[config.mk]
export PLATFORM = sky130hd
export DESIGN_NAME = alu_serial_flat
export DESIGN_NICKNAME = d
export VERILOG_FILES = /design/src/rtl/alu_pkg.sv /design/src/rtl/alu_serial_if.sv /design/src/rtl/alu_slice2.sv /design/src/rtl/alu_serial.sv /design/src/flat_wrapper.sv
export SDC_FILE = /design/constraint.sdc
export NUM_CORES = 1
export LEC_CHECK = 0
export CAP_MARGIN = 20
export CELL_PAD_IN_SITES_DETAIL_PLACEMENT = 1
export CELL_PAD_IN_SITES_GLOBAL_PLACEMENT = 1
export CORE_ASPECT_RATIO = 1.25
export CORE_UTILIZATION = 36
export DETAILED_ROUTE_END_ITERATION = 6
export GPL_TIMING_DRIVEN = 0
export HOLD_SLACK_MARGIN = 0.08
export PLACE_DENSITY = 0.82
export SETUP_SLACK_MARGIN = 0.4
export SLEW_MARGIN = 20
export SYNTH_ARGS = -nofsm -noshare
export SYNTH_HDL_FRONTEND = slang
export SYNTH_SLANG_ARGS = --single-unit
export TNS_END_PERCENT = 10
[constraint.sdc]
create_clock -name clk -period 3.1 [get_ports clk]
set_clock_uncertainty 0.2 [all_clocks]
set_input_delay 0.62 -clock clk [delete_from_list [all_inputs] [get_ports clk]]
set_output_delay 0.62 -clock clk [all_outputs]
set_load 0.005 [all_outputs]
[src/rtl/alu_pkg.sv]
// Shared encodings for the serial ALU: operation select and controller states.
package alu_pkg;

  typedef enum logic [1:0] {
    OP_ADD  = 2'b00,
    OP_XOR  = 2'b01,
    OP_AND  = 2'b10,
    OP_PASS = 2'b11
  } op_e;

  typedef enum logic [1:0] {
    ST_IDLE,
    ST_RUN,
    ST_DONE
  } state_e;

endpackage

[src/rtl/alu_serial_if.sv]
// Handshake and data bundle between the control sequencer and the serial ALU.
interface alu_serial_if #(
  parameter int WIDTH = 8
);

  logic             start;
  logic [WIDTH-1:0] a;
  logic [WIDTH-1:0] b;
  logic [1:0]       sel;
  logic             ci;
  logic             busy;
  logic             done;
  logic [WIDTH-1:0] result;
  logic             co;
  logic             v;
  logic             z;

  modport master (
    output start, a, b, sel, ci,
    input  busy, done, result, co, v, z
  );

  modport slave (
    input  start, a, b, sel, ci,
    output busy, done, result, co, v, z
  );

endinterface

[src/rtl/alu_slice2.sv]
// Combinational 2-bit ALU slice; carries are only non-zero for ADD.
module alu_slice2
  import alu_pkg::*;
(
  input  logic [1:0] i_a,
  input  logic [1:0] i_b,
  input  op_e        i_sel,
  input  logic       i_ci,
  output logic [1:0] o_r,
  output logic       o_co,
  output logic       o_c1
);

  always_comb begin
    o_r  = '0;
    o_co = 1'b0;
    o_c1 = 1'b0;
    unique case (i_sel)
      OP_ADD: begin
        o_c1   = (i_a[0] & i_b[0]) | (i_ci & (i_a[0] ^ i_b[0]));
        o_r[0] = i_a[0] ^ i_b[0] ^ i_ci;
        o_r[1] = i_a[1] ^ i_b[1] ^ o_c1;
        o_co   = (i_a[1] & i_b[1]) | (o_c1 & (i_a[1] ^ i_b[1]));
      end
      OP_XOR:  o_r = i_a ^ i_b;
      OP_AND:  o_r = i_a & i_b;
      OP_PASS: o_r = i_a;
      default: o_r = '0;
    endcase
  end

endmodule

[src/rtl/alu_serial.sv]
// Multi-cycle ALU: walks a WIDTH-bit operand pair through one 2-bit slice,
// LSB slice first, with a start/busy/done handshake and registered flags.
module alu_serial
  import alu_pkg::*;
#(
  parameter int WIDTH = 8
) (
  input  logic         clk,
  input  logic         reset,
  alu_serial_if.slave  bus
);

  localparam int SLICES = WIDTH / 2;
  localparam int CNT_W  = (SLICES > 1) ? $clog2(SLICES) : 1;

  state_e           r_state;
  state_e           w_next;
  logic [CNT_W-1:0] r_cnt;
  logic [WIDTH-1:0] r_a;
  logic [WIDTH-1:0] r_b;
  op_e              r_sel;
  logic             r_carry;
  logic             r_zacc;
  logic [WIDTH-1:0] r_result;
  logic             r_done;
  logic             r_co;
  logic             r_v;
  logic             r_z;

  logic             w_busy;
  logic             w_accept;
  logic             w_last;
  logic [CNT_W:0]   w_lsb;
  logic [1:0]       w_r2;
  logic             w_co2;
  logic             w_c12;

  // IDLE and DONE both accept a new request
  assign w_accept = (r_state != ST_RUN) && bus.start;
  assign w_last   = (r_cnt == CNT_W'(SLICES - 1));
  assign w_lsb    = {r_cnt, 1'b0};

  alu_slice2 u_slice (
    .i_a  (r_a[w_lsb +: 2]),
    .i_b  (r_b[w_lsb +: 2]),
    .i_sel(r_sel),
    .i_ci (r_carry),
    .o_r  (w_r2),
    .o_co (w_co2),
    .o_c1 (w_c12)
  );

  always_ff @(posedge clk or posedge reset) begin
    if (reset) begin
      r_state <= ST_IDLE;
    end else begin
      r_state <= w_next;
    end
  end

  always_comb begin
    w_next = r_state;
    w_busy = 1'b0;
    unique case (r_state)
      ST_IDLE, ST_DONE: begin
        if (bus.start) begin
          w_next = ST_RUN;
        end
      end
      ST_RUN: begin
        w_busy = 1'b1;
        if (w_last) begin
          w_next = ST_DONE;
        end
      end
      default: w_next = ST_IDLE;
    endcase
  end

  always_ff @(posedge clk or posedge reset) begin
    if (reset) begin
      r_cnt    <= '0;
      r_a      <= '0;
      r_b      <= '0;
      r_sel    <= OP_ADD;
      r_carry  <= 1'b0;
      r_zacc   <= 1'b0;
      r_result <= '0;
      r_done   <= 1'b0;
      r_co     <= 1'b0;
      r_v      <= 1'b0;
      r_z      <= 1'b0;
    end else if (w_accept) begin
      r_a      <= bus.a;
      r_b      <= bus.b;
      r_sel    <= op_e'(bus.sel);
      r_carry  <= (bus.sel == OP_ADD) ? bus.ci : 1'b0;
      r_cnt    <= '0;
      r_zacc   <= 1'b1;
      r_result <= '0;
      r_done   <= 1'b0;
    end else if (r_state == ST_RUN) begin
      r_result[w_lsb +: 2] <= w_r2;
      r_carry              <= w_co2;
      r_zacc               <= r_zacc & (w_r2 == 2'b00);
      r_cnt                <= r_cnt + 1'b1;
      if (w_last) begin
        // slice carries are already zero for non-ADD ops
        r_cnt  <= '0;
        r_done <= 1'b1;
        r_co   <= w_co2;
        r_v    <= w_c12 ^ w_co2;
        r_z    <= r_zacc & (w_r2 == 2'b00);
      end
    end else begin
      r_done <= 1'b0;
    end
  end

  assign bus.busy   = w_busy;
  assign bus.done   = r_done;
  assign bus.result = r_result;
  assign bus.co     = r_co;
  assign bus.v      = r_v;
  assign bus.z      = r_z;

endmodule

[src/flat_wrapper.sv]
// flat-port wrapper written by rule: the top's interface ports become plain ports
module alu_serial_flat import alu_pkg::*;
#(
  parameter int WIDTH = 8
)
  (clk, reset, bus_start, bus_a, bus_b, bus_sel, bus_ci, bus_busy, bus_done, bus_result, bus_co, bus_v, bus_z);
  alu_serial_if #(.WIDTH(WIDTH)) bus_i ();
  input  logic clk;
  input  logic reset;
  input wire logic [$bits(bus_i.start)-1:0] bus_start;
  input wire logic [$bits(bus_i.a)-1:0] bus_a;
  input wire logic [$bits(bus_i.b)-1:0] bus_b;
  input wire logic [$bits(bus_i.sel)-1:0] bus_sel;
  input wire logic [$bits(bus_i.ci)-1:0] bus_ci;
  output wire logic [$bits(bus_i.busy)-1:0] bus_busy;
  output wire logic [$bits(bus_i.done)-1:0] bus_done;
  output wire logic [$bits(bus_i.result)-1:0] bus_result;
  output wire logic [$bits(bus_i.co)-1:0] bus_co;
  output wire logic [$bits(bus_i.v)-1:0] bus_v;
  output wire logic [$bits(bus_i.z)-1:0] bus_z;
  assign bus_i.start = bus_start;
  assign bus_i.a = bus_a;
  assign bus_i.b = bus_b;
  assign bus_i.sel = bus_sel;
  assign bus_i.ci = bus_ci;
  assign bus_busy = bus_i.busy;
  assign bus_done = bus_i.done;
  assign bus_result = bus_i.result;
  assign bus_co = bus_i.co;
  assign bus_v = bus_i.v;
  assign bus_z = bus_i.z;
  alu_serial #(.WIDTH(WIDTH)) u_core (.clk(clk), .reset(reset), .bus(bus_i));
endmodule
Word level (Yosys, flattened, before mapping). Cells that the tools add are included.

Bits in registers: 36. Bits in latches: 0. Memory bits (writable): 0. Bits in read-only memories: 0. Bits of input ports: 22. Output and inout bits: 13. Memories: 0.

Add/sub/neg operators: 2. Multiply operators: 0. Div/mod/pow operators: 0. Order comparisons: 0. Eq/ne operators: 10. Shift-type cells: 4. Mux-type cells: 21. Bitwise operators: 15. Reduce and logical (&&, ||, !) cells: 9.

Operators with widths (number): $mux W8 (2); $shiftx A8 B4 Y2 (2); $mux W1 (11); $mux W2 (5); $bwmux W8 (1); $eq A2 B2 Y1 const B (4); $logic_not A2 Y1 (4); $pmux W2 S4 (1); $shift A2 B5 Y8 const A (1); $shiftx A2 B5 Y8 (1); $and A1 B1 Y1 (5); $neg A3 Y5 (1); $xor A1 B1 Y1 (5); $eq A2 B1 Y1 const B (2); $ne A2 B1 Y1 const B (2); $pmux W2 S2 (1); $ne A3 B1 Y1 const B (1); $reduce_and A3 Y1 (1); $add A2 B1 Y2 const B (1); $and A2 B2 Y2 (1); $ne A2 B2 Y1 const B (1); $or A1 B1 Y1 (2); $reduce_and A2 Y1 (1); $reduce_bool A2 Y1 (1); 4 further kinds (4).

Logic depth before layout (Yosys ltp). Gate-level depths: netlist of run 1.

Depth in word-level cells: 10. Depth in mapped cells: 10. Gate-level depth less buffers: 9.

Hierarchy. A second synthesis of run 1 with hierarchy kept.

Cells, all modules: 135. Area, all modules: 1840.5 µm².

Modules (own cells, without submodules): alu_serial (times used 1, cells each 122, area each 1691.6 µm²); alu_slice2 (times used 1, cells each 13, area each 148.9 µm²).

Worst setup path before layout of run 1. OpenSTA, ideal clock, no wires.

Path kind: register -> register. From: reg u_core.r_cnt[0]. To: reg u_core.r_result[5], in the netlist u_core.bus.result[5]. Arrival: 2.533 ns. Required time: 2.778 ns. Setup slack: 0.246 ns. Cell stages (with the launch flop): 11. Path buffers: 1. Clock period less this slack: 2.854 ns. Path through: dfrtp_1 -> buf_2 -> mux2_2 -> nor2_1 -> nor2_1 -> fa_1 -> inv_1 -> fa_1 -> inv_1 -> mux4_2 -> a32o_1.

Cells in the longest elaborated chain, start to end: 10. Elaborated cells between the ends (all ways): 18. Classes of those cells: add/sub: 1; shift: 4; mux: 4; bitwise: 9.

Ends and longest elaborated chain: start: declaration (line alu_serial.sv:18) `logic [CNT_W-1:0] r_cnt;`; start signal: assignment (line alu_serial.sv:106) `r_cnt <= r_cnt + 1'b1;`; $shiftx A8 B4 Y2, on equally long branches (line alu_serial.sv:44, alu_serial.sv:45); $xor A1 B1 Y1 (line alu_slice2.sv:20, alu_slice2.sv:21); $and A1 B1 Y1 (line alu_slice2.sv:20) `o_c1 = (i_a[0] & i_b[0]) | (i_ci & (i_a[0] ^ i_b[0]));`; $or A1 B1 Y1 (line alu_slice2.sv:20); $xor A1 B1 Y1 (line alu_slice2.sv:22) `o_r[1] = i_a[1] ^ i_b[1] ^ o_c1;`; $pmux W2 S4 (line alu_slice2.sv:18) `unique case (i_sel)`; $shiftx A2 B5 Y8 (line alu_serial.sv:103) `r_result[w_lsb +: 2] <= w_r2;`; $bwmux W8 * (line alu_serial.sv:103); $mux W8 * (line alu_serial.sv:102) `end else if (r_state == ST_RUN) begin`; $mux W8 * (line alu_serial.sv:93) `end else if (w_accept) begin`; end signal: indexed assignment (line alu_serial.sv:103); end: declaration (line alu_serial.sv:24) `logic [WIDTH-1:0] r_result;`.

Every way passes the cells marked *; elsewhere a longest branch is shown, timed or not. The select of a mux whose other input is x is not followed. A chain may end at the register's enable or synchronous reset.

Worst setup path after layout of run 1. Ends and elaborated chain as after synthesis.

==> results of run 1 <==
==> report_power, final <==
| group | total [mW] | leakage, nW | switching, mW | internal (mW) |
|---|---|---|---|---|
| combinational | 1.49 | 0.507 | 0.727 | 0.762 |
| clock | 0.361 | 0.0503 | 0.163 | 0.198 |
| sequential | 0.827 | 0.448 | 0.146 | 0.681 |
==> state kept, by name (all words and copies together) (netlist names) <==
name,cells
u_core.r_b,8
u_core.bus.z,1
u_core.r_sel,2
u_core.r_zacc,1
u_core.bus.co,1
u_core.r_state,2
u_core.bus.result,8
u_core.bus.v,1
u_core.bus.done,1
u_core.r_carry,1
u_core.r_a,8
u_core.r_cnt,2
==> cell families (layout without fill, tap and decap cells) <==
| family | count (synthesis) | count (layout) | share of synthesized area |
|---|---|---|---|
| flip-flops | 36 | 36 | 0.523 |
| AND/OR/NAND/NOR | 28 | 28 | 0.0821 |
| multiplexers | 25 | 25 | 0.190 |
| AO/OA/AOI/OAI | 23 | 23 | 0.0988 |
| buffers and inverters | 15 | 63 | 0.0349 |
| adder cells (fa/ha/maj) | 8 | 8 | 0.0668 |
| XOR/XNOR | 1 | 1 | 0.00508 |
==> layer usage <==
metal / GRT usage / up-vias / routed length [um]
li1: - / 585 / -
met1: 0.207 / 673 / 1630
met2: 0.333 / 29 / 2280
met3: 0.0388 / 7 / 134
met4: 0.0614 / 0 / 55
met5: 0 / - / 0
==> worst max-delay path by stage <==
| stage | to | from | depth (start not counted) |
|---|---|---|---|
| 2_1_floorplan | u_core.bus.result[5] | u_core.r_cnt[0] | 10 |
| 3_3_place_gp | u_core.bus.result[5] | u_core.r_cnt[0] | 10 |
| 3_5_place_dp | u_core.bus.result[4] | u_core.r_cnt[0] | 7 |
| 4_1_cts | u_core.bus.result[5] | u_core.r_cnt[0] | 10 |
| 5_1_grt | u_core.bus.result[5] | u_core.r_cnt[0] | 10 |
| 6_report | u_core.bus.result[5] | u_core.r_cnt[0] | 10 |
==> critical path: stages, from the launching register on <==
cell     delay (ps)
dfrtp_2         420
buf_6           140
mux2_4          220
nor2_4           40
nor2_4          130
fa_2            230
inv_2            40
fa_1            470
inv_1            40
mux4_2          550
a32o_1          270
==> cell usage after synthesis <==
cell / number
a21oi_1: 5
buf_2: 3
and4b_1: 1
o31ai_1: 4
fa_1: 2
nand2_1: 7
clkinv_1: 1
a32o_1: 4
a22o_1: 4
a211oi_1: 1
and3_1: 1
o21ai_0: 1
inv_1: 9
o41ai_1: 1
nor2_1: 9
mux2_2: 21
nand3_1: 3
clkbuf_1: 2
nor4b_1: 2
mux4_2: 4
dfrtp_1: 36
a31oi_1: 2
ha_1: 6
xor2_1: 1
nor3_1: 1
and4_1: 1
nand2b_1: 1
nor2b_1: 2
o22ai_1: 1
==> layout make-up <==
class | count | area, um2
multi-input combinational | 85 | 806
timing repair buffer | 41 | 393
inverter | 10 | 37.5
tap | 58 | 72.6
clock buffer | 7 | 96.3
buffer | 5 | 28.8
fill | 469 | 2160
sequential | 36 | 902
==> timing repair <==
item                                    in CTS  in global routing
setup buffers                                5                  2
gates resized for setup                      8                  4
pin swaps                                    4                  4
hold endpoints to repair                     0                  0
endpoints found under the setup margin      10                 10
==> impl_metrics.env, run 1 <==
export IMPL_status="finished, final reports clean"
export IMPL_fin_tns_setup_ps=0
export IMPL_finalNetCount=214
export IMPL_numClockSinks=36
export IMPL_rrSetupSlack_ps=230
export IMPL_cts_buffers=5
export IMPL_ir_worst_vdd_mv=0.501
export IMPL_fmax_ghz=0.348
export IMPL_drive_gt1_frac=0.283
export IMPL_tightest_slew_ps=749
export IMPL_ys_seq_elements=36
export IMPL_rsz0062_at_grt="true"
export IMPL_final_cell_mix="dfrtp_1 (35), clkdlybuf4s50_1 (34), mux2_2 (19)"
export IMPL_wl_per_cell_um=17.0
export IMPL_die_h_um=79.3
export IMPL_ioPinCount=35
export IMPL_p_per_area_nw_per_um2=1150
export IMPL_die_area_um2=5070
export IMPL_yosysSeqAreaShare=0.523
export IMPL_via_count=1294
export IMPL_design_area_um2=2340
export IMPL_reg2reg_from="u_core.r_cnt[0]"
export IMPL_place_area_um2=2150
export IMPL_synth_fp_nets=166
export IMPL_drc=0
export IMPL_crit_path_end_kind="flip-flop"
export IMPL_placed_cells=228
export IMPL_ant_nets=0
export IMPL_min_from="u_core.bus.z"
export IMPL_avgSynthCellArea_um2=12.7
export IMPL_cp_start_kind="flip-flop"
export IMPL_cts_hold_buf=0
export IMPL_netlist_instances=136
export IMPL_ys_types=29
export IMPL_die_w_um=63.9
export IMPL_synth_top_cell_by_area="dfrtp_1"
export IMPL_synthTopCellsByArea="dfrtp_1 (52%), mux2_2 (14%), mux4_2 (5.2%), ha_1 (4.4%), a32o_1 (2.3%)"
export IMPL_report_final_hold_viol_count=0
export IMPL_grt_max_degree=37
export IMPL_drt_iter0_markers=18
export IMPL_required_ps=3090
export IMPL_clock_latency_ps=300
export IMPL_place_gp_congestion=0.756
export IMPL_place_ws_ps=106
export IMPL_reg2reg_depth=10
export IMPL_antenna_found_initial=0
export IMPL_holdWs_ps=287
export IMPL_hp_class="reg2reg"
export IMPL_mostFrequentLayoutCell="dfrtp_1"
export IMPL_setup_viol=0
export IMPL_cts_tree="yes"
export IMPL_grt_usage=0.182
export IMPL_slew_viol_final=0
export IMPL_grt_pass1_wl_um=6980
export IMPL_clk_path_buf_depth=2
export IMPL_reg2reg_to="u_core.bus.result[5]"
export IMPL_final_cells=242
export IMPL_hold_end="u_core.bus.z"
export IMPL_setup_slack_ps=230
export IMPL_drt_wl_total_um=4100
export IMPL_worstPathArrival_ps=2860
export IMPL_cp_max_fo=6
export IMPL_synth_top_area_share=0.523
export IMPL_p_leak_nw=1.01
export IMPL_vias_per_cell=5.35
export IMPL_grt_pass1_vias=1442
export IMPL_cts_max_level=2
export IMPL_finalCritPeriodShare=0.926
export IMPL_max_slew_margin=0.500
export IMPL_critPathKind="reg2reg"
export IMPL_post_route_util=0.520
export IMPL_initial_utilization=0.383
export IMPL_overflow=0
export IMPL_fin_crit_ps=2870
export IMPL_dr_pass1_iters=4
export IMPL_drv_cap=0
export IMPL_netlist_area_um2=1720
export IMPL_clockRootBuffer="clkbuf_8"
export IMPL_io_buffer_count=34
export IMPL_worstHoldPathCells=2
export IMPL_clk_pin_slew_worst_paths_ps=70
export IMPL_post_dp_hpwl_um=2940
export IMPL_syn_to_final_growth_pct=35.6
export IMPL_total_power_mw=2.68
export IMPL_diodes=0
export IMPL_fp_row_count=27
export IMPL_coreArea_um2=4490
export IMPL_ys_warn_count=0
Note: power is estimated with default switching activity, not from simulation.
==> inputs of run 2 (changes only) <==
--- a/config.mk
+++ b/config.mk
@@ -15,7 +15,7 @@
 export HOLD_SLACK_MARGIN = 0.08
 export PLACE_DENSITY = 0.82
 export SETUP_SLACK_MARGIN = 0.4
-export SLEW_MARGIN = 20
+export SLEW_MARGIN = 30
 export SYNTH_ARGS = -nofsm -noshare
 export SYNTH_HDL_FRONTEND = slang
 export SYNTH_SLANG_ARGS = --single-unit
==> results of run 2 <==
Final layout, timing and power as in run 1 (identical DEF).
==> inputs of run 3 (changes only) <==
--- a/config.mk
+++ b/config.mk
@@ -14,7 +14,9 @@
 export GPL_TIMING_DRIVEN = 0
 export HOLD_SLACK_MARGIN = 0.08
 export PLACE_DENSITY = 0.82
-export SETUP_SLACK_MARGIN = 0.4
+export RECOVER_POWER = 50
+export SETUP_SLACK_MARGIN = 0.1
+export SKIP_CTS_REPAIR_TIMING = 1
 export SLEW_MARGIN = 30
 export SYNTH_ARGS = -nofsm -noshare
 export SYNTH_HDL_FRONTEND = slang
==> run 3 against run 2 <==
  * Clock-buffer cell count shrank 1
  * Sequential share of layout area grew 0.78 points
  * Largest cell class unchanged
  * Utilization shrank 1.0 points
  * Critical endpoint unchanged
==> impl_metrics.env, run 3 (same netlist as run 1, synthesis figures left out) <==
export IMPL_required_ps=3080
export IMPL_drt_wl_total_um=4180
export IMPL_p_leak_nw=0.999
export IMPL_fill_cells=476
export IMPL_placed_cells=228
export IMPL_crit_path_cell_trace="buf_8 -> mux2_4 -> nor2_1 -> nor2_2 -> fa_2 -> inv_1 -> fa_1 -> inv_1 -> mux4_2 -> a32o_1"
export IMPL_ff_latch_area_um2=902
export IMPL_io_buffer_count=34
export IMPL_worstPathArrival_ps=2990
export IMPL_finalCritPeriodShare=0.971
export IMPL_worstHoldPathCells=2
export IMPL_final_cell_mix="dfrtp_1 (35), clkdlybuf4s50_1 (31), mux2_2 (19)"
export IMPL_drv_cap=0
export IMPL_cts_max_level=2
export IMPL_grt_pass1_wl_um=6580
export IMPL_clockRootBuffer="clkbuf_8"
export IMPL_hp_class="reg2reg"
export IMPL_grt_met2_usage=0.327
export IMPL_via_count=1287
export IMPL_reg2reg_depth=10
export IMPL_coreArea_um2=4490
export IMPL_post_dp_hpwl_um=2910
export IMPL_dr_pass1_iters=4
export IMPL_multi_input_area_um2=774
export IMPL_crit_slowest_cell="mux4_2"
export IMPL_place_area_um2=2140
export IMPL_clk_path_buf_depth=2
export IMPL_drive_gt1_frac=0.239
export IMPL_clk_pin_slew_worst_paths_ps=70
export IMPL_die_w_um=63.9
export IMPL_ioPinCount=35
export IMPL_drt_iter0_markers=20
export IMPL_rsz0062_at_grt="false"
export IMPL_tightest_slew_ps=1370
export IMPL_ant_nets=0
export IMPL_final_cells=242
export IMPL_total_power_mw=2.57
export IMPL_design_area_um2=2290
export IMPL_antenna_found_initial=0
export IMPL_drc=0
export IMPL_worst_path_buf_inv=3
export IMPL_mostFrequentLayoutCell="dfrtp_1"
export IMPL_place_ws_ps=-67.5
export IMPL_overflow=0
export IMPL_die_h_um=79.3
export IMPL_cp_depth=10
export IMPL_critPathKind="reg2reg"
export IMPL_max_stage_delay_ps=550
export IMPL_syn_to_final_growth_pct=32.9
export IMPL_cp_top_family="multiplexers"
export IMPL_die_area_um2=5070
export IMPL_ir_worst_vdd_mv=0.439
export IMPL_initial_utilization=0.383
export IMPL_fin_crit_ps=3010
export IMPL_crit_path_end_kind="flip-flop"
export IMPL_cts_buffers=5
export IMPL_cpMostUsedCell="inv_1"
export IMPL_max_slew_margin=0.0857
export IMPL_status="finished, final reports clean"
export IMPL_finalNetCount=214
export IMPL_cp_max_fo=6
export IMPL_diodes=0
export IMPL_grtUsageMet1=0.189
export IMPL_fp_row_count=27
export IMPL_fmax_ghz=0.332
export IMPL_numClockSinks=36
export IMPL_slew_viol_final=0
export IMPL_place_gp_congestion=0.790
export IMPL_setup_slack_ps=88.4
export IMPL_report_final_hold_viol_count=0
export IMPL_cts_tree="yes"
export IMPL_grt_max_degree=37
export IMPL_clock_latency_ps=290
export IMPL_grt_pass1_vias=1350
export IMPL_gr_max_usage_layer="met2"
export IMPL_grt_usage=0.174
export IMPL_wl_per_cell_um=17.3
export IMPL_setup_viol=0
export IMPL_cp_start_kind="flip-flop"
export IMPL_vias_per_cell=5.32
export IMPL_grtUsageMet3=0.0431
export IMPL_p_per_area_nw_per_um2=1120
[run 3: final cells by class]
type | count | area share
Clock buffer | 6 | 0.0317
Multi-Input combinational cell | 85 | 0.338
Timing Repair Buffer | 41 | 0.172
Inverter | 10 | 0.0164
Clock inverter | 1 | 0.00219
Tap cell | 58 | 0.0317
Sequential cell | 36 | 0.394
Buffer | 5 | 0.0142
[run 3: metrics by stage]
| step | hold WS, ps | util | setup TNS, ps |
|---|---|---|---|
| after global routing | 307 | 0.510 | 0 |
| after detailed placement | 269 | 0.475 | -192 |
| final | 277 | 0.510 | 0 |
| after CTS | 285 | 0.493 | -386 |
| after floorplan | 238 | - | 0 |
| after global placement | 256 | 0.475 | 0 |
[run 3: report_power, final]
part	switching [mW]	internal, mW
Sequential	0.145	0.681
Combinational	0.708	0.726
Clock	0.160	0.153
Total	1.01	1.56
[run 3: final timing paths]
kind | slack, ps | endpoint | from
max | 90 | u_core.bus.result[5] | u_core.r_cnt[0]
min | 280 | u_core.bus.z | u_core.bus.z
max reg2reg | 90 | u_core.bus.result[5] | u_core.r_cnt[0]
min reg2reg | 280 | u_core.bus.z | u_core.bus.z
max in group asynchronous | 830 | u_core.r_cnt[0] | reset
min in group asynchronous | 960 | u_core.bus.result[5] | reset
[run 3: per-layer routing]
metal	vias up	wire (um)
met5	-	0
met3	8	165
li1	587	-
met1	662	1570
met2	30	2320
met4	0	114
[run 3: worst register-to-register path, stage by stage, from the launching register on]
cell and delay, ps:
dfrtp_2 430, buf_8 140, mux2_4 210, nor2_1 50, nor2_2 170, fa_2 230, inv_1 50, fa_1 490
inv_1 70, mux4_2 550, a32o_1 300
==> variant 1 (settings of run 1) <==
`WIDTH` is set to 8 in 3 places; all go to 4.
--- a/src/rtl/alu_serial_if.sv
+++ b/src/rtl/alu_serial_if.sv
@@ -2,3 +2,3 @@
 interface alu_serial_if #(
-  parameter int WIDTH = 8
+  parameter int WIDTH = 4
 );
--- a/src/rtl/alu_serial.sv
+++ b/src/rtl/alu_serial.sv
@@ -5,3 +5,3 @@
 #(
-  parameter int WIDTH = 8
+  parameter int WIDTH = 4
 ) (
--- a/src/flat_wrapper.sv
+++ b/src/flat_wrapper.sv
@@ -3,3 +3,3 @@
 #(
-  parameter int WIDTH = 8
+  parameter int WIDTH = 4
 )
Interface: changed (resized bus_a, bus_b and bus_result); port bits go from 35 to 23. No check against the original RTL was run, so the function may have changed too.
==> variant 1 against run 1 <==
  * Final cell count is 33% lower
  * Clock power is 61% lower
  * Total power is 37% lower
  * Design area is 36% lower
  * Wire length is 43% lower
  * Synthesized cell count is 29% lower
  * Hold slack better by 11 ps
  * Critical path depth is 3 lower
  * Synthesized area is 35% lower
  * Sequential cell count is 13 lower
  * Setup slack better by 180 ps
  * Critical path type unchanged
  * Largest cell class unchanged
  * Highest routed layer unchanged
==> variant 1: results <==
layout:
  buffers: 31
  bufAreaShareNonClock: 0.1861
  final-clk-cell-share: 0.01844
  n_all_inverters: 9
  final_cells: 163
  multi_input_area_share: 0.3571
  fill_cells: 317
  seq_cell_count: 23
  drive_above_1_share: 0.2520
  multi_input_comb_cells: 60
  nets: 146
  seqCellArea_sq_um: 575.6
global_route:
  grt_max_degree: 24
  grt_pass1_vias: 886
  grt_pass1_wl_mm: 3.850
  grt_overflow_total: 0
  track_usage: 0.1552
clocking:
  path_clk_slew_ps: 130
  cts_root_buf: "clkbuf_4"
  h-tree-depth: 1
  cts_buffers: 3
hold_path:
  hold_end: "u_core.bus.co$_DFFE_PP0P_"
  holdCritStartpoint: "u_core.bus.co$_DFFE_PP0P_"
synthesis:
  synth-seq-area-share: 0.5117
  synth_nets: 114
  synth_compound_gate_area_share: 0.1168
  synthMuxAreaShare: 0.1813
  syn_inst: 96
  yosysUniqueCellTypes: 26
  synthAdderAreaFrac: 0.05784
  synth_common_cells: "dfrtp_1 (23), mux2_2 (11), inv_1 (9)"
  synth_area_leaders: "dfrtp_1 (51%), mux2_2 (11%), mux4_2 (4.0%), fa_1 (3.6%), o21ai_0 (3.6%)"
place:
  dp_hpwl_mm: 1.811
  place.gp.congestion: 0.8021
  port_buffers: 21
worst_setup_path:
  reg2regPathDepth: 7
  max_stage_delay_ps: 530
  crit_path_start: "u_core.r_cnt$_DFFE_PP0P_"
  r2r_setup_slack_ps: 410
  r2r-start: "u_core.r_cnt$_DFFE_PP0P_"
  r2r_end: "u_core.bus.result[3]$_DFFE_PP0P_"
  worstPathRequired_ps: 3110
route:
  drt_iter0_drc: 8
  num_vias: 827
  wl_mm: 2.343
pwr:
  vdd_drop_max_mv: 0.6751
  p_leak_nw: 0.6489
  p_switching_w: 0.0006567
timing:
  maxSlewHeadroom: 0.4240
  whs_ps: 298.5
status:
  status: "finished clean"
-- variant 1: cell types whose count changed in the layout (fill, tap and decap cells not counted), moves of 4 or more --
cell / change
clkdlybuf4s50_1: -13
ha_1: -4
o21ai_0: +7
clkbuf_8: -7
dfrtp_1: -12
mux2_2: -8
-- variant 1: worst max-delay path, delay by kind of cell, from the launching register on --
kind | cells | cell delay (ps)
compound gates | 1 | 250
flops | 1 | 410
mux | 2 | 730
buf+inv | 2 | 220
fa+ha+maj | 2 | 790
-- variant 1: power groups by stage --
stage                     sequential (W)  combinational (W)  clock [W]
after floorplan                 0.000506           0.000681          0
after global placement          0.000516           0.000879          0
after detailed placement        0.000530           0.000936          0
after CTS                       0.000527           0.000968   0.000142
after global routing            0.000543            0.00113   0.000154
final                           0.000529            0.00102   0.000139
-- variant 1: how the worst max path moves through the flow --
stage	to	slack [ps]	cells past startpoint
4_1_cts	u_core.r_zacc$_DFFE_PP0P_	290	7
2_1_floorplan	u_core.bus.z$_DFFE_PP0P_	440	7
5_1_grt	u_core.bus.result[3]$_DFFE_PP0P_	330	7
6_report	u_core.bus.result[3]$_DFFE_PP0P_	410	7
3_5_place_dp	u_core.bus.z$_DFFE_PP0P_	260	7
3_3_place_gp	u_core.bus.z$_DFFE_PP0P_	310	7
-- variant 1: per-stage QoR --
stage          power, W  instance area (sq um)  setup WS, ps    util
6_report       0.001683                   1493         406.3  0.5068
5_1_grt        0.001822                   1493         334.3  0.5068
4_1_cts        0.001637                   1451         285.1  0.4928
3_5_place_dp   0.001466                   1404         262.0  0.4766
3_3_place_gp   0.001396                   1404         310.6  0.4766
2_1_floorplan  0.001187                   1149         440.2       -
-- variant 1: what timing repair did --
action / 4_1_cts / 5_1_grt
buffers inserted: 1 / 5
pin swaps: 1 / 4
gates resized for setup: 2 / 2
endpoints found under the setup margin: 4 / 5
-- variant 1: per-layer routing --
| metal | vias to the layer above | share of wire | track usage |
|---|---|---|---|
| li1 | 398 | - | - |
| met1 | 409 | 0.39 | 0.1679 |
| met2 | 16 | 0.58 | 0.2901 |
| met3 | 4 | 0.020 | 0.01643 |
| met4 | 0 | 0.012 | 0.07095 |
| met5 | - | 0 | 0 |
-- variant 1: kinds of logic after synthesis --
kind of cell,Yosys count
flops,23
compound gates,20
simple gates,19
mux,16
buf+inv,13
fa+ha+maj,4
xor+xnor,1
==> variant 2 (settings of run 1) <==
Without the edit above. Encoding of `state_e`: now one-hot (3 bits for 3 states).
--- a/src/rtl/alu_pkg.sv
+++ b/src/rtl/alu_pkg.sv
@@ -10,6 +10,6 @@
 
-  typedef enum logic [1:0] {
-    ST_IDLE,
-    ST_RUN,
-    ST_DONE
+  typedef enum logic [2:0] {
+    ST_IDLE = 3'b001,
+    ST_RUN  = 3'b010,
+    ST_DONE = 3'b100
   } state_e;
Formal check against the unedited RTL: same outputs for any inputs over 10 cycles, from zero or initial values and one cycle with reset high; not proved beyond that.
==> variant 2 against run 1 <==
  * Clock power shrank 3%
  * Via count is 21% higher
  * Sequential power fell by 20%
  * Synthesized area up 7.4%
  * Total power fell by 26%
  * Wire length up 14%
  * Sequential share of layout area is 2.1 points lower
  * Setup slack better by 20 ps
  * Sequential cell count up 1
  * Non-clock buffer count increased by 13
  * Design area rose by 8.8%
  * Critical endpoint is now u_core.bus.result[1]$_DFFE_PP0P_
==> variant 2: results <==
clocking:
  cts_root_buf: "clkbuf_8"
  cts_buffers: 5
  h-tree-depth: 2
  clkLatencyLatePin_ps: 290
  path_clk_slew_ps: 80
timing:
  maxSlewHeadroom: 0.7057
  whs_ps: 273.1
  fmax_mhz: 350.9
  hold_viol_final: 0
layout:
  nets: 274
  drive_above_1_share: 0.2041
  antenna_cells: 0
place:
  port_buffers: 33
  dp_cells: 281
  dp_hpwl_mm: 3.220
  place_area_sq_um: 2290
  dp_slack_ps: 148.7
  place.gp.congestion: 0.7550
route:
  wire_per_inst_um: 15.40
  drt_iter0_drc: 39
  met2_length_mm: 2.605
  m1WireLength_mm: 1.881
  num_vias: 1567
  drt-pass1-iter-count: 4
  wl_met3_um: 137
  vias_per_cell: 5.138
  routed.top_layer: "met4"
global_route:
  antenna_found_initial: 0
  grt.met1_usage: 0.2178
  grtUsageMet3: 0.04808
  use_met2: 0.3633
  grt_pass1_wl_mm: 7.845
  track_usage: 0.1948
  grt_max_degree: 21
synthesis:
  synth_common_cells: "nand2_1 (60), dfrtp_1 (36), nor2_1 (13)"
  yosys_warnings: 0
  yosysUniqueCellTypes: 38
  synth-seq-area-share: 0.5010
  synth_nets: 217
  synth_area_leaders: "dfrtp_1 (49%), nand2_1 (12%), ha_1 (4.1%), mux4_1 (2.8%), nor2_1 (2.6%)"
  syn_inst: 187
  async_flop_share: 1.000
status:
  status: "finished clean"
pwr:
  power_clock_w: 0.000350
  p_leak_nw: 1.184
  p_sw_frac: 0.3731
  p_switching_w: 0.0007435
  vdd_drop_max_mv: 0.3535
  pg_comb_w: 0.000978
worst_setup_path:
  max_stage_delay_ps: 560
  r2r_setup_slack_ps: 250
  worstPathMaxFanout: 6
-- variant 2: cell count changes after synthesis, sizes merged, moves of 2 or more --
cell and delta:
clkbuf +3, nor2 +4, nor2b +3, nand2 +53
a21oi +2, mux2 -18, nor4b -2
-- variant 2: final timing paths --
kind                                             start                                to  depth (start not counted)
max                        u_core.r_cnt[0]$_DFFE_PP0P_  u_core.bus.result[1]$_DFFE_PP0P_                         10
min                          u_core.r_a[5]$_DFFE_PP0P_         u_core.r_a[5]$_DFFE_PP0P_                          2
max reg2reg                u_core.r_cnt[0]$_DFFE_PP0P_  u_core.bus.result[1]$_DFFE_PP0P_                         10
min reg2reg                  u_core.r_a[5]$_DFFE_PP0P_         u_core.r_a[5]$_DFFE_PP0P_                          2
max in group asynchronous                        reset     u_core.r_state[0]$_DFFE_PP1P_                          3
min in group asynchronous                        reset         u_core.r_a[7]$_DFFE_PP0P_                          2
-- variant 2: worst max-delay path: cells and delay by family, from the launching register on --
family	cells	cell delay, ps
buf+inv	3	220
compound gates	1	270
flops	1	400
mux	2	770
simple gates	2	170
fa+ha+maj	2	700
-- variant 2: repair_timing --
item | CTS | global route
setup endpoints to repair | 11 | 11
gates resized for setup | 11 | 4
pin swaps | 4 | 4
setup buffers | 13 | 3
-- variant 2: cells by family after synthesis --
family | Yosys count | share of synthesized area
and+or+nand+nor | 90 | 0.2076
DFF | 37 | 0.5010
AOI/OAI and AO/OA | 27 | 0.1129
buffers and inverters | 17 | 0.04057
adders and majority gates | 8 | 0.06220
muxes | 7 | 0.07099
xor gates and xnor gates | 1 | 0.004734
-- variant 2: cell type report --
type	instances	area [sq um]
repair buffers	50	481.7
plain buffers	9	57.56
multi-input cells	133	878.3
fillers	556	2292
flip-flops and latches	37	929.6
inverters	8	30.03
well taps	60	75.07
clock buffers	8	90.09
